### config.mk
export PLATFORM = sky130hd
export DESIGN_NAME = function_eval_driver_flat
export DESIGN_NICKNAME = d
export VERILOG_FILES = /design/src/rtl/function_eval_driver_if.sv /design/src/rtl/function_eval_driver.sv /design/src/flat_wrapper.sv
export SDC_FILE = /design/constraint.sdc
export NUM_CORES = 1
export LEC_CHECK = 0
export CORE_ASPECT_RATIO = 1.2
export CORE_MARGIN = 4
export CORE_UTILIZATION = 30
export DETAILED_ROUTE_END_ITERATION = 8
export DONT_BUFFER_PORTS = 1
export GPL_ROUTABILITY_DRIVEN = 0
export PLACE_DENSITY = 0.5
export RECOVER_POWER = 50
export SLEW_MARGIN = 15
export SYNTH_ARGS = -nofsm -noshare
export SYNTH_HDL_FRONTEND = slang
export SYNTH_SLANG_ARGS = --single-unit
### constraint.sdc
create_clock -name clk -period 2.3 [get_ports clk]
set_input_delay 0.23 -clock clk [delete_from_list [all_inputs] [get_ports clk]]
set_output_delay 0.23 -clock clk [all_outputs]
set_load 0.005 [all_outputs]
### src/rtl/function_eval_driver_if.sv
// ============================================================================
// Module   : function_eval_driver_if
// Brief    : Command/operand bus between the driver and a function evaluator.
// Revision : 1.0 - initial release
// ============================================================================
`default_nettype none

interface function_eval_driver_if #(
    parameter int FLT_DATA_WIDTH = 32,
    parameter int N_WIDTH        = 2
);
    logic                      ci_clk_en;
    logic                      ci_start;
    logic [N_WIDTH-1:0]        ci_n;
    logic [FLT_DATA_WIDTH-1:0] ci_x_one;
    logic [FLT_DATA_WIDTH-1:0] ci_x_two;
    logic [FLT_DATA_WIDTH-1:0] ci_x_three;
    logic                      ci_done;
    logic [FLT_DATA_WIDTH-1:0] ci_result;

    modport master (
        output ci_clk_en, ci_start, ci_n, ci_x_one, ci_x_two, ci_x_three,
        input  ci_done, ci_result
    );

    modport slave (
        input  ci_clk_en, ci_start, ci_n, ci_x_one, ci_x_two, ci_x_three,
        output ci_done, ci_result
    );
endinterface

`default_nettype wire

### src/rtl/function_eval_driver.sv
// ============================================================================
// Module   : function_eval_driver
// Brief    : Groups a float sample stream into operand triples and sequences
//            CLEAR / GO... / READ commands to an evaluator, with timeout.
// Revision : 1.0 - initial release
// ============================================================================
`default_nettype none

module function_eval_driver #(
    parameter int                 FLT_DATA_WIDTH = 32,
    parameter int                 N_WIDTH        = 2,
    parameter int                 TIMEOUT_CYCLES = 1024,
    parameter logic [N_WIDTH-1:0] CLEAR          = N_WIDTH'(0),
    parameter logic [N_WIDTH-1:0] GO             = N_WIDTH'(1),
    parameter logic [N_WIDTH-1:0] READ           = N_WIDTH'(2)
) (
    input  wire logic                      clk,
    input  wire logic                      rst,
    input  wire logic                      job_start,
    input  wire logic                      s_valid,
    input  wire logic [FLT_DATA_WIDTH-1:0] s_data,
    input  wire logic                      s_last,
    output logic                           s_ready,
    function_eval_driver_if.master         ci,
    output logic                           job_done,
    output logic [FLT_DATA_WIDTH-1:0]      job_result,
    output logic                           job_error,
    output logic [15:0]                    triple_count
);

    localparam logic [3:0] ST_IDLE      = 4'd0;
    localparam logic [3:0] ST_CLR_ISSUE = 4'd1;
    localparam logic [3:0] ST_CLR_WAIT  = 4'd2;
    localparam logic [3:0] ST_FILL      = 4'd3;
    localparam logic [3:0] ST_GO_ISSUE  = 4'd4;
    localparam logic [3:0] ST_GO_WAIT   = 4'd5;
    localparam logic [3:0] ST_RD_ISSUE  = 4'd6;
    localparam logic [3:0] ST_RD_WAIT   = 4'd7;
    localparam logic [3:0] ST_FINISH    = 4'd8;

    localparam logic [15:0] TIMEOUT_W = 16'(TIMEOUT_CYCLES);
    localparam logic [FLT_DATA_WIDTH-1:0] ZERO = '0;

    logic [3:0]                state_q, state_d;
    logic [N_WIDTH-1:0]        ci_n_q, ci_n_d;
    logic [FLT_DATA_WIDTH-1:0] x_one_q, x_one_d, x_two_q, x_two_d, x_three_q, x_three_d;
    logic [1:0]                fill_idx_q, fill_idx_d;
    logic                      last_q, last_d;
    logic [15:0]               triple_count_q, triple_count_d;
    logic [15:0]               wait_cnt_q, wait_cnt_d;
    logic [FLT_DATA_WIDTH-1:0] job_result_q, job_result_d;
    logic                      job_error_q, job_error_d;
    logic [15:0]               wait_inc;
    logic                      timeout_hit;
    logic                      s_ready_c, ci_start_c, ci_clk_en_c, job_done_c;

    assign wait_inc    = wait_cnt_q + 16'd1;
    assign timeout_hit = (wait_inc == TIMEOUT_W);

    always_ff @(posedge clk or negedge rst) begin
        if (!rst) begin
            state_q <= ST_IDLE;
        end else begin
            state_q <= state_d;
        end
    end

    // ci_done has priority over the timeout so a completion on the last
    // allowed cycle is never reported as an error.
    always_comb begin
        state_d = state_q;
        case (state_q)
            ST_IDLE:      if (job_start) state_d = ST_CLR_ISSUE;
            ST_CLR_ISSUE: state_d = ST_CLR_WAIT;
            ST_CLR_WAIT: begin
                if (ci.ci_done)       state_d = ST_FILL;
                else if (timeout_hit) state_d = ST_FINISH;
            end
            ST_FILL: begin
                if (s_valid && ((fill_idx_q == 2'd2) || s_last)) state_d = ST_GO_ISSUE;
            end
            ST_GO_ISSUE:  state_d = ST_GO_WAIT;
            ST_GO_WAIT: begin
                if (ci.ci_done)       state_d = last_q ? ST_RD_ISSUE : ST_FILL;
                else if (timeout_hit) state_d = ST_FINISH;
            end
            ST_RD_ISSUE:  state_d = ST_RD_WAIT;
            ST_RD_WAIT: begin
                if (ci.ci_done || timeout_hit) state_d = ST_FINISH;
            end
            ST_FINISH:    state_d = ST_IDLE;
            default:      state_d = ST_IDLE;
        endcase
    end

    always_comb begin
        s_ready_c   = (state_q == ST_FILL);
        ci_start_c  = (state_q == ST_CLR_ISSUE) || (state_q == ST_GO_ISSUE) ||
                      (state_q == ST_RD_ISSUE);
        ci_clk_en_c = (state_q != ST_IDLE);
        job_done_c  = (state_q == ST_FINISH);
    end

    always_comb begin
        ci_n_d         = ci_n_q;
        x_one_d        = x_one_q;
        x_two_d        = x_two_q;
        x_three_d      = x_three_q;
        fill_idx_d     = fill_idx_q;
        last_d         = last_q;
        triple_count_d = triple_count_q;
        wait_cnt_d     = wait_cnt_q;
        job_result_d   = job_result_q;
        job_error_d    = job_error_q;

        // The command code is latched on ISSUE entry and held through WAIT.
        case (state_d)
            ST_CLR_ISSUE: ci_n_d = CLEAR;
            ST_GO_ISSUE:  ci_n_d = GO;
            ST_RD_ISSUE:  ci_n_d = READ;
            default:      ci_n_d = ci_n_q;
        endcase

        case (state_q)
            ST_IDLE: begin
                if (job_start) job_error_d = 1'b0;
            end
            ST_CLR_ISSUE, ST_GO_ISSUE, ST_RD_ISSUE: begin
                wait_cnt_d = 16'd0;
            end
            ST_CLR_WAIT, ST_GO_WAIT, ST_RD_WAIT: begin
                wait_cnt_d = wait_inc;
                if (ci.ci_done) begin
                    if (state_q == ST_RD_WAIT) begin
                        job_result_d = ci.ci_result;
                    end else begin
                        if (state_q == ST_CLR_WAIT) begin
                            triple_count_d = 16'd0;
                        end else if (triple_count_q != 16'hFFFF) begin
                            triple_count_d = triple_count_q + 16'd1;
                        end
                        if ((state_q == ST_CLR_WAIT) || !last_q) begin
                            x_one_d    = ZERO;
                            x_two_d    = ZERO;
                            x_three_d  = ZERO;
                            fill_idx_d = 2'd0;
                            last_d     = 1'b0;
                        end
                    end
                end else if (timeout_hit) begin
                    job_error_d = 1'b1;
                end
            end
            ST_FILL: begin
                if (s_valid) begin
                    case (fill_idx_q)
                        2'd0:    x_one_d   = s_data;
                        2'd1:    x_two_d   = s_data;
                        default: x_three_d = s_data;
                    endcase
                    fill_idx_d = fill_idx_q + 2'd1;
                    last_d     = s_last;
                end
            end
            default: ;
        endcase
    end

    always_ff @(posedge clk or negedge rst) begin
        if (!rst) begin
            ci_n_q         <= CLEAR;
            x_one_q        <= '0;
            x_two_q        <= '0;
            x_three_q      <= '0;
            fill_idx_q     <= 2'd0;
            last_q         <= 1'b0;
            triple_count_q <= 16'd0;
            wait_cnt_q     <= 16'd0;
            job_result_q   <= '0;
            job_error_q    <= 1'b0;
        end else begin
            ci_n_q         <= ci_n_d;
            x_one_q        <= x_one_d;
            x_two_q        <= x_two_d;
            x_three_q      <= x_three_d;
            fill_idx_q     <= fill_idx_d;
            last_q         <= last_d;
            triple_count_q <= triple_count_d;
            wait_cnt_q     <= wait_cnt_d;
            job_result_q   <= job_result_d;
            job_error_q    <= job_error_d;
        end
    end

    assign s_ready       = s_ready_c;
    assign ci.ci_start   = ci_start_c;
    assign ci.ci_clk_en  = ci_clk_en_c;
    assign ci.ci_n       = ci_n_q;
    assign ci.ci_x_one   = x_one_q;
    assign ci.ci_x_two   = x_two_q;
    assign ci.ci_x_three = x_three_q;
    assign job_done      = job_done_c;
    assign job_result    = job_result_q;
    assign job_error     = job_error_q;
    assign triple_count  = triple_count_q;

endmodule

`default_nettype wire

### src/flat_wrapper.sv
// flat-port wrapper written by rule: the top's interface ports become plain ports
module function_eval_driver_flat 
#(
    parameter int                 FLT_DATA_WIDTH = 32,
    parameter int                 N_WIDTH        = 2,
    parameter int                 TIMEOUT_CYCLES = 1024,
    parameter logic [N_WIDTH-1:0] CLEAR          = N_WIDTH'(0),
    parameter logic [N_WIDTH-1:0] GO             = N_WIDTH'(1),
    parameter logic [N_WIDTH-1:0] READ           = N_WIDTH'(2)
)
  (clk, rst, job_start, s_valid, s_data, s_last, s_ready, job_done, job_result, job_error, triple_count, ci_ci_clk_en, ci_ci_start, ci_ci_n, ci_ci_x_one, ci_ci_x_two, ci_ci_x_three, ci_ci_done, ci_ci_result);
  function_eval_driver_if #(.FLT_DATA_WIDTH(FLT_DATA_WIDTH), .N_WIDTH(N_WIDTH)) ci_i ();
  input  wire logic clk;
  input  wire logic rst;
  input  wire logic job_start;
  input  wire logic s_valid;
  input  wire logic [FLT_DATA_WIDTH-1:0] s_data;
  input  wire logic s_last;
  output logic s_ready;
  output logic job_done;
  output logic [FLT_DATA_WIDTH-1:0] job_result;
  output logic job_error;
  output logic [15:0] triple_count;
  output wire logic [$bits(ci_i.ci_clk_en)-1:0] ci_ci_clk_en;
  output wire logic [$bits(ci_i.ci_start)-1:0] ci_ci_start;
  output wire logic [$bits(ci_i.ci_n)-1:0] ci_ci_n;
  output wire logic [$bits(ci_i.ci_x_one)-1:0] ci_ci_x_one;
  output wire logic [$bits(ci_i.ci_x_two)-1:0] ci_ci_x_two;
  output wire logic [$bits(ci_i.ci_x_three)-1:0] ci_ci_x_three;
  input wire logic [$bits(ci_i.ci_done)-1:0] ci_ci_done;
  input wire logic [$bits(ci_i.ci_result)-1:0] ci_ci_result;
  assign ci_ci_clk_en = ci_i.ci_clk_en;
  assign ci_ci_start = ci_i.ci_start;
  assign ci_ci_n = ci_i.ci_n;
  assign ci_ci_x_one = ci_i.ci_x_one;
  assign ci_ci_x_two = ci_i.ci_x_two;
  assign ci_ci_x_three = ci_i.ci_x_three;
  assign ci_i.ci_done = ci_ci_done;
  assign ci_i.ci_result = ci_ci_result;
  function_eval_driver #(.FLT_DATA_WIDTH(FLT_DATA_WIDTH), .N_WIDTH(N_WIDTH), .TIMEOUT_CYCLES(TIMEOUT_CYCLES), .CLEAR(CLEAR), .GO(GO), .READ(READ)) u_core (.clk(clk), .rst(rst), .job_start(job_start), .s_valid(s_valid), .s_data(s_data), .s_last(s_last), .s_ready(s_ready), .ci(ci_i), .job_done(job_done), .job_result(job_result), .job_error(job_error), .triple_count(triple_count));
endmodule
==> out/metrics.yaml, run 1 <==
status: "finished, violations left"
violations: "negative hold slack"
synth_seq_cells: 170
worstPathArrival_ns: 2.55
layout-drive-gt1-share: 0.328
syn_nets: 690
syn_avg_cell_area_um2: 12.5
leakage_nw: 4.10
routed-via-count: 5038
utilization: 0.371
synth_largest_area_cell: "dfrtp_1"
syn2layout_area_growth_pct: 20.6
relSlewSlack: 0.572
cts_tree: "done"
first_pass_iters: 4
routedWlPerCell_um: 19.5
ys.flop_type: "dfrtp_1"
final_area_um2: 9240
drt_drc_violations_left: 0
synthArstFlopShare: 1.00
seq_area_frac_synth: 0.555
synth_cells: 615
min_period_ns: 2.24
synth_commonest_cells: "dfrtp_1 (170), mux2_2 (125), and2_1 (36)"
irDropWorstVdd_uv: 629
hp-class: "in -> async"
wl_um: 19600
clockBufferDepth: 2
grt.overflow.total: 0
setup_violations: 0
netlist_area_um2: 7660
reg2reg_to: "u_core.ci.ci_x_one[4]"
fmax_mhz: 447
hold_viol: 170
grt.total_usage: 0.140
viasPerCell: 5.00
synth.yosys.warnings: 0
critPathLaunchType: "register"
dp_hpwl_um: 13600
yosys-top-cells-area: "dfrtp_1 (56%), mux2_2 (18%), and2_1 (2.9%)"
fin_crit_sh: 0.972
finalPower_mw: 11.0
fin_skew_ns: 0.00843
grt_pass1_vias: 5440
core_um2: 24900
die_y_um: 183
cts_buffers: 17
ant_nets: 0
rrSetupSlack_ns: 0.06
drv_cap: 0
powerDensity_nw_per_um2: 1190
nets: 745
r2r_cells: 6
synth_edf_count: 0
cts.sinks: 170
row_count: 63
startpoint: "u_core.state_q[0]"
insertion_delay_ns: 0.44
worstMarginPinSlew_ns: 0.641
grt_pass1_wl_um: 31100
fin_ws_ns: 0.0643
io_pins: 221
drt_iter0_drc: 230
cp_max_fo: 32
clk_pin_slew_ns: 0.07
synth_cell_types: 55
slew_viol_final: 0
yosys.area.top_type_share: 0.555
initial_utilization: 0.308
cp.required_ns: 2.62
place_ws_ns: -0.00916
portBuffers: 0
fillCellCount: 2470
end_kind: "register"
placed_cell_area_um2: 8270
post-synth-top-count-cell: "dfrtp_1"
critical_path_class: "reg -> reg"
cts-root-buf: "clkbuf_16"
die_x_um: 154
diodes: 0
hold_slack_ns: -0.506
reg2reg_from: "u_core.state_q[0]"
antenna_found_initial: 1
grt_max_degree: 171
htreeDepth: 4
die_area_um2: 28200
cts_hold_buf: 33
[per-layer routing]
metal	global-route usage	wire, um
met2	0.258	10900
met4	0.0555	494
met3	0.0460	1210
met1	0.147	6990
met5	0	13
[worst max-delay path by stage]
stage,depth (start not counted),to
CTS,6,u_core.state_q[1]
floorplan,6,u_core.state_q[1]
detailed placement,6,u_core.state_q[1]
global route,6,u_core.ci.ci_x_one[3]
global placement,6,u_core.state_q[1]
finish,6,u_core.ci.ci_x_one[4]
[state kept, by name (all words and copies together) (netlist names)]
register / count
u_core.wait_cnt_q: 16
u_core.ci.ci_x_three: 32
u_core.job_result: 32
u_core.triple_count: 16
u_core.ci.ci_x_one: 32
u_core.fill_idx_q: 2
u_core.last_q: 1
u_core.ci.ci_n: 2
u_core.state_q: 4
u_core.ci.ci_x_two: 32
u_core.job_error: 1
[cell type report]
class,instances,area (um2),area share
multi-input combinational,399,3250,0.352
sequential,170,4260,0.461
tap,325,407,0.0440
timing repair buffer,70,671,0.0726
clock buffer,17,425,0.0460
clock inverter,15,186,0.0202
inverter,12,45.0,0.00487
[placed cells by master (no fill, tap or decap), types with 11 or more instances in the layout]
cell type,count
inv_1,11
a21oi_1,15
xnor2_1,17
and2_1,36
dlygate4sd3_1,33
dfrtp_1,169
o21ai_0,28
nor2_1,34
mux2_2,125
nand3_1,14
buf_4,32
clkbuf_16,17
nand2_1,30
[through the flow]
step,TNS (ns),hold slack (ns),instances
2_1_floorplan,0,-0.0656,615
3_3_place_gp,0,-0.0615,943
3_5_place_dp,-0.00986,-0.0605,943
4_1_cts,0,-0.534,1008
5_1_grt,-0.0200,-0.536,1008
6_report,0,-0.506,1008
[kinds of logic (layout without fill, tap and decap cells)]
kind of cell             Yosys count  count (layout)  synth area share
XOR/XNOR                          19              19            0.0217
AND/OR/NAND/NOR                  163             163             0.116
multiplexers                     134             134             0.196
adder cells (fa/ha/maj)            5               5           0.00817
buffers and inverters             46             114            0.0281
AO/OA/AOI/OAI                     78              78            0.0745
flip-flops                       170             170             0.555
[repair_timing]
| action | 4_1_cts | 5_1_grt |
|---|---|---|
| pin swaps | 0 | 1 |
| setup buffers | 0 | 0 |
| endpoints found under the setup margin | 2 | 46 |
| hold endpoints to repair | 203 | 170 |
| resized for setup | 1 | 6 |
[power breakdown]
part	switching (mW)	leakage, nW	internal [mW]
Combinational	1.88	1.53	1.75
Clock	1.28	0.298	1.73
Sequential	0.646	2.26	3.72
[worst max-delay path: stages, from the launching register on]
cell	delay [ns]
dfrtp_1	0.38
buf_4	0.19
o31ai_1	0.34
a31oi_2	0.27
nor3_4	0.28
buf_12	0.27
mux2_2	0.37
(Power assumes the default switching activity.)
==> run 2, diff against run 1 <==
==> constraint.sdc (replaced) <==
create_clock -name clk -period 2.3 [get_ports clk]
set_input_delay 0.345 -clock clk [delete_from_list [all_inputs] [get_ports clk]]
set_output_delay 0.345 -clock clk [all_outputs]
set_load 0.005 [all_outputs]
==> out/metrics.yaml, run 2 (synthesis gave the netlist of run 1 again) <==
status: "finished, violations left"  # unchanged
violations: "negative hold slack"  # unchanged
dp_hpwl_um: 13600  # unchanged
worstPathArrival_ns: 2.56  # was 2.55 ns
critPathLaunchType: "register"  # unchanged
core_um2: 24900  # unchanged
grt_pass1_vias: 5279  # was 5,440
cp.required_ns: 2.62  # about the same
layout_common_cells: "dfrtp_1 (169), mux2_2 (125), and2_1 (36), nor2_1 (34), buf_4 (32)"  # was dfrtp_1 (169), mux2_2 (125), and2_1 (36), nor2_1 (34), dlygate4sd3_1 (33)
end_kind: "register"  # unchanged
cts_tree: "done"  # unchanged
p_clk_frac: 0.275  # was 0.274
diodes: 0  # unchanged
cp_max_fo: 10  # was 32
die_x_um: 154  # unchanged
clk_pin_slew_ns: 0.07  # about the same
leakage_nw: 3.96  # was 4.10 nW
drt_drc_violations_left: 0  # unchanged
routedWlPerCell_um: 19.9  # was 19.5 um
critPathMaxStageDelay_ns: 0.63  # was 0.38 ns
grt.overflow.total: 0  # unchanged
nets: 712  # was 745
die_area_um2: 28200  # unchanged
row_count: 63  # unchanged
drt_iter0_drc: 230  # unchanged
switchingPower_mw: 3.80  # was 3.81 mW
p_int_mw: 7.18  # was 7.21 mW
hp-class: "in -> async"  # unchanged
powerDensity_nw_per_um2: 1230  # was 1190 nW/um2
cts-root-buf: "clkbuf_16"  # unchanged
relSlewSlack: 0.578  # was 0.572
ant_nets: 0  # unchanged
viasPerCell: 5.04  # was 5.00
setup_violations: 0  # unchanged
final.setup.tns_ns: 0  # unchanged
insertion_delay_ns: 0.44  # about the same
first_pass_iters: 4  # unchanged
grt_max_degree: 171  # unchanged
hold_viol: 170  # unchanged
pwr-share-seq: 0.398  # was 0.397
worstMarginPinSlew_ns: 0.631  # was 0.641 ns
fin_crit_sh: 0.970  # was 0.972
syn2layout_area_growth_pct: 16.4  # was 20.6%
critical_path_class: "reg -> reg"  # unchanged
cp_cell_sequence: "or3b_4, a211o_1, a2111oi_0, xnor2_1, nor2_1"  # was buf_4, o31ai_1, a31oi_2, nor3_4, buf_12, mux2_2
fin_skew_ns: 0.00806  # was 0.00843 ns
htreeDepth: 4  # unchanged
clockBufferDepth: 2  # unchanged
irDropWorstVdd_uv: 628  # was 629 uV
grt.total_usage: 0.138  # was 0.140
min_period_ns: 2.23  # was 2.24 ns
fmax_mhz: 448  # was 447 MHz
slew_viol_final: 0  # unchanged
die_y_um: 183  # unchanged
slowest_stage: "a2111oi_0"  # was dfrtp_1
initial_utilization: 0.308  # unchanged
cts.sinks: 170  # unchanged
hold_slack_ns: -0.389  # was -0.506 ns
layout-drive-gt1-share: 0.348  # was 0.328
cts_buffers: 17  # unchanged
routed-via-count: 4910  # was 5,038
finalPower_mw: 11.0  # about the same
wl_um: 19400  # was 19,600 um
drv_cap: 0  # unchanged
portBuffers: 0  # unchanged
final_common_cell: "dfrtp_1"  # unchanged
p_sw_frac: 0.346  # about the same
antenna_found_initial: 1  # unchanged
p_comb_frac: 0.328  # was 0.330
grt_pass1_wl_um: 30600  # was 31,100 um
io_pins: 221  # unchanged
run 2: changes by cell type in the layout (fill, tap and decap cells not counted), sizes merged:
cell and delta:
dlygate4sd3 -33
run 2: layer usage:
layer / vias up / global-route usage / part of all wire
met5: - / 0 / 0.00067
met4: 2 / 0.0569 / 0.028
met3: 36 / 0.0467 / 0.063
met2: 169 / 0.250 / 0.55
met1: 2479 / 0.148 / 0.36
li1: 2224 / - / -
run 2: worst paths after layout:
kind / startpoint / endpoint / slack (ns) / cells after the start
setup / recovery: u_core.state_q[2] / u_core.triple_count[4] / 0.07 / 5
hold / removal: rst / u_core.job_result[7] / -0.39 / 0
setup reg to reg: u_core.state_q[2] / u_core.triple_count[4] / 0.07 / 5
hold reg to reg: u_core.wait_cnt_q[15] / u_core.wait_cnt_q[15] / 0.51 / 1
max in group asynchronous: rst / u_core.ci.ci_x_three[25] / 2.48 / 0
min in group clk: s_last / u_core.last_q / 0.05 / 2
run 2: area by class of cell:
class                      count  area (um2)
tap                          325         407
timing repair buffer          37         340
clock inverter                15         186
multi-input combinational    399        3260
sequential                   170        4260
fill                        2500       16000
inverter                      12        45.0
clock buffer                  17         425
run 2: power by group through the flow:
stage               logic [mW]  clock network, mW  registers, mW
finish                    3.60               3.01           4.36
global placement          3.47                  0           4.42
floorplan                 2.57                  0           4.19
CTS                       3.61               3.10           4.39
detailed placement        3.61                  0           4.44
global route              3.95               3.24           4.45
run 2: critical path: cells and delay by family, from the launching register on:
kind             cells  cell delay, ns
flip-flops           1            0.39
AND/OR/NAND/NOR      2            0.47
AO/OA/AOI/OAI        2            1.08
XOR/XNOR             1            0.18
run 2: repair_timing:
action,4_1_cts,5_1_grt
pin swaps,0,1
endpoints found under the hold margin,170,170
cloned,0,0
setup endpoints to repair,3,45
resized for setup,2,7
setup buffers,0,0
run 2: stage by stage:
| step | cells | hold WS, ns | setup slack (ns) | utilization | area, um2 |
|---|---|---|---|---|---|
| global placement | 943 | 0.0535 | 0.110 | 0.332 | 8270 |
| finish | 975 | -0.389 | 0.0683 | 0.358 | 8920 |
| global route | 975 | -0.423 | -0.0131 | 0.358 | 8920 |
| CTS | 975 | -0.419 | 0.0173 | 0.357 | 8890 |
| detailed placement | 943 | 0.0545 | -0.00916 | 0.332 | 8270 |
| floorplan | 615 | 0.0494 | 0.151 | - | 7660 |
==> run 3, diff against run 2 <==
Settings changed: ABC_CLOCK_PERIOD_IN_PS set to 2300, CORE_MARGIN 4 to 5, CTS_CLUSTER_SIZE set to 25.
==> out/metrics.yaml, run 3 (synthesis gave the netlist of run 1 again) <==
syn2layout_area_growth_pct: 16.2  # was 16.4%
grt.total_usage: 0.133  # was 0.138
layout_common_cells: "dfrtp_1 (169), mux2_2 (125), and2_1 (36), nor2_1 (33), nand2_1 (30)"  # was dfrtp_1 (169), mux2_2 (125), and2_1 (36), nor2_1 (34), buf_4 (32)
grt.overflow.total: 0  # unchanged
post_cts_buffers: 0  # unchanged
drt_iter0_drc: 184  # was 230
leakage_nw: 3.93  # was 3.96 nW
diodes: 0  # unchanged
switchingPower_mw: 3.68  # was 3.80 mW
routedWlPerCell_um: 20.0  # was 19.9 um
row_count: 64  # was 63
pwr-share-seq: 0.404  # was 0.398
fmax_mhz: 448  # about the same
p_comb_frac: 0.335  # was 0.328
grt_pass1_wl_um: 30300  # was 30,600 um
status: "finished, violations left"  # unchanged
relSlewSlack: 0.562  # was 0.578
cp.required_ns: 2.65  # was 2.62 ns
p_clk_frac: 0.261  # was 0.275
io_pins: 221  # unchanged
hp-class: "in -> async"  # unchanged
irDropWorstVdd_uv: 614  # was 628 uV
setup_violations: 0  # unchanged
placed_cells: 945  # was 943
dp_hpwl_um: 13400  # was 13,600 um
cts_buffers: 17  # unchanged
grt_busiest_layer: "met2"  # unchanged
worstMarginPinSlew_ns: 0.657  # was 0.631 ns
insertion_delay_ns: 0.43  # was 0.44 ns
critical_path_class: "reg -> reg"  # unchanged
cts.sinks: 170  # unchanged
clk_pin_slew_ns: 0.07  # about the same
cts-root-buf: "clkbuf_16"  # unchanged
wl_um: 19500  # was 19,400 um
first_pass_iters: 4  # unchanged
final_common_cell: "dfrtp_1"  # unchanged
reg2reg_from: "u_core.state_q[2]"  # unchanged
reg2reg_to: "u_core.triple_count[13]"  # was u_core.triple_count[4]
multi_input_area_um2: 3290  # was 3260 um2
gr-usage-met1: 0.148  # about the same
cts_tree: "done"  # unchanged
worstPathArrival_ns: 2.59  # was 2.56 ns
rrSetupSlack_ns: 0.07  # about the same
fin_skew_ns: 0.00998  # was 0.00806 ns
rsz0062_at_grt: "yes"
p_sw_frac: 0.341  # was 0.346
die_y_um: 185  # was 183 um
core_um2: 25400  # was 24,900 um2
nets: 709  # was 712
grt_pass1_vias: 5311  # was 5,279
routed-via-count: 4859  # was 4,910
p_int_mw: 7.11  # was 7.18 mW
htreeDepth: 4  # unchanged
startpoint: "u_core.state_q[2]"  # unchanged
die_x_um: 156  # was 154 um
initial_utilization: 0.302  # was 0.308
clockBufferDepth: 2  # unchanged
drt_drc_violations_left: 0  # unchanged
cp_max_fo: 13  # was 10
use_met2: 0.229  # was 0.250
fillCellCount: 2448  # was 2,500
stdcell_count: 975  # unchanged
viasPerCell: 4.98  # was 5.04
layout-drive-gt1-share: 0.344  # was 0.348
die_area_um2: 28800  # was 28,200 um2
fin_crit_sh: 0.972  # was 0.970
finalPower_mw: 10.8  # was 11.0 mW
cp-endpoint: "u_core.triple_count[13]"  # was u_core.triple_count[4]
drv_cap: 0  # unchanged
antenna_found_initial: 2  # was 1
min_period_ns: 2.23  # about the same
portBuffers: 0  # unchanged
ant_nets: 0  # unchanged
hold_slack_ns: -0.390  # was -0.389 ns
end_kind: "register"  # unchanged
seqCellArea_um2: 4260  # unchanged
hold_viol: 170  # unchanged
critPathLaunchType: "register"  # unchanged
r2r_cells: 5  # unchanged
powerDensity_nw_per_um2: 1210  # was 1230 nW/um2
grt_max_degree: 171  # unchanged
slew_viol_final: 0  # unchanged
violations: "negative hold slack"  # unchanged
use_met3: 0.0547  # was 0.0467
## run 3: area by class of cell
class                   instances  area share
clock buffers                  21      0.0506
clock inverters                 9      0.0132
inverters                      12     0.00506
multi-input cells             399       0.370
flip-flops and latches        170       0.478
well taps                     330      0.0464
repair buffers                 34      0.0366
## run 3: per-stage QoR
stage / setup slack [ns] / utilization / cell area [um2] / TNS, ns
2_1_floorplan: 0.151 / - / 7660 / 0
3_3_place_gp: 0.0555 / 0.325 / 8250 / 0
3_5_place_dp: -0.0124 / 0.325 / 8250 / -0.0124
4_1_cts: 0.0177 / 0.348 / 8840 / 0
5_1_grt: -0.00253 / 0.351 / 8900 / -0.00287
6_report: 0.0655 / 0.351 / 8900 / 0
## run 3: worst min-delay path by stage
stage	start	endpoint	slack [ns]	cells past startpoint
2_1_floorplan	rst	u_core.ci.ci_n[0]	0.05	0
3_3_place_gp	rst	u_core.ci.ci_x_three[21]	0.06	0
6_report	rst	u_core.ci.ci_x_two[22]	-0.39	0
3_5_place_dp	rst	u_core.ci.ci_x_three[21]	0.05	0
4_1_cts	rst	u_core.ci.ci_x_three[21]	-0.42	0
5_1_grt	rst	u_core.ci.ci_x_three[21]	-0.42	0
## run 3: layer usage
metal / wire length [um] / share of wire
met1: 7160 / 0.37
met2: 10300 / 0.53
met3: 1570 / 0.081
met4: 408 / 0.021
met5: 13 / 0.00067
## run 3: critical path, stage by stage (launching register included)
cell and delay [ns]:
dfrtp_1 0.42, or3b_4 0.44, a211o_1 0.51, a211oi_2 0.50, nand3b_1 0.14, a21oi_1 0.16
## run 3: repair_timing
action	CTS	global route
setup endpoints to repair	5	40
endpoints found under the hold margin	170	170
gates resized for setup	4	13
pin swaps	0	2
## run 3: power groups by stage
stage          clock [mW]  combinational [mW]  sequential (mW)
6_report             2.81                3.62             4.36
5_1_grt              3.04                3.97             4.46
4_1_cts              2.91                3.63             4.39
3_5_place_dp            0                3.60             4.43
3_3_place_gp            0                3.48             4.42
2_1_floorplan           0                2.57             4.19
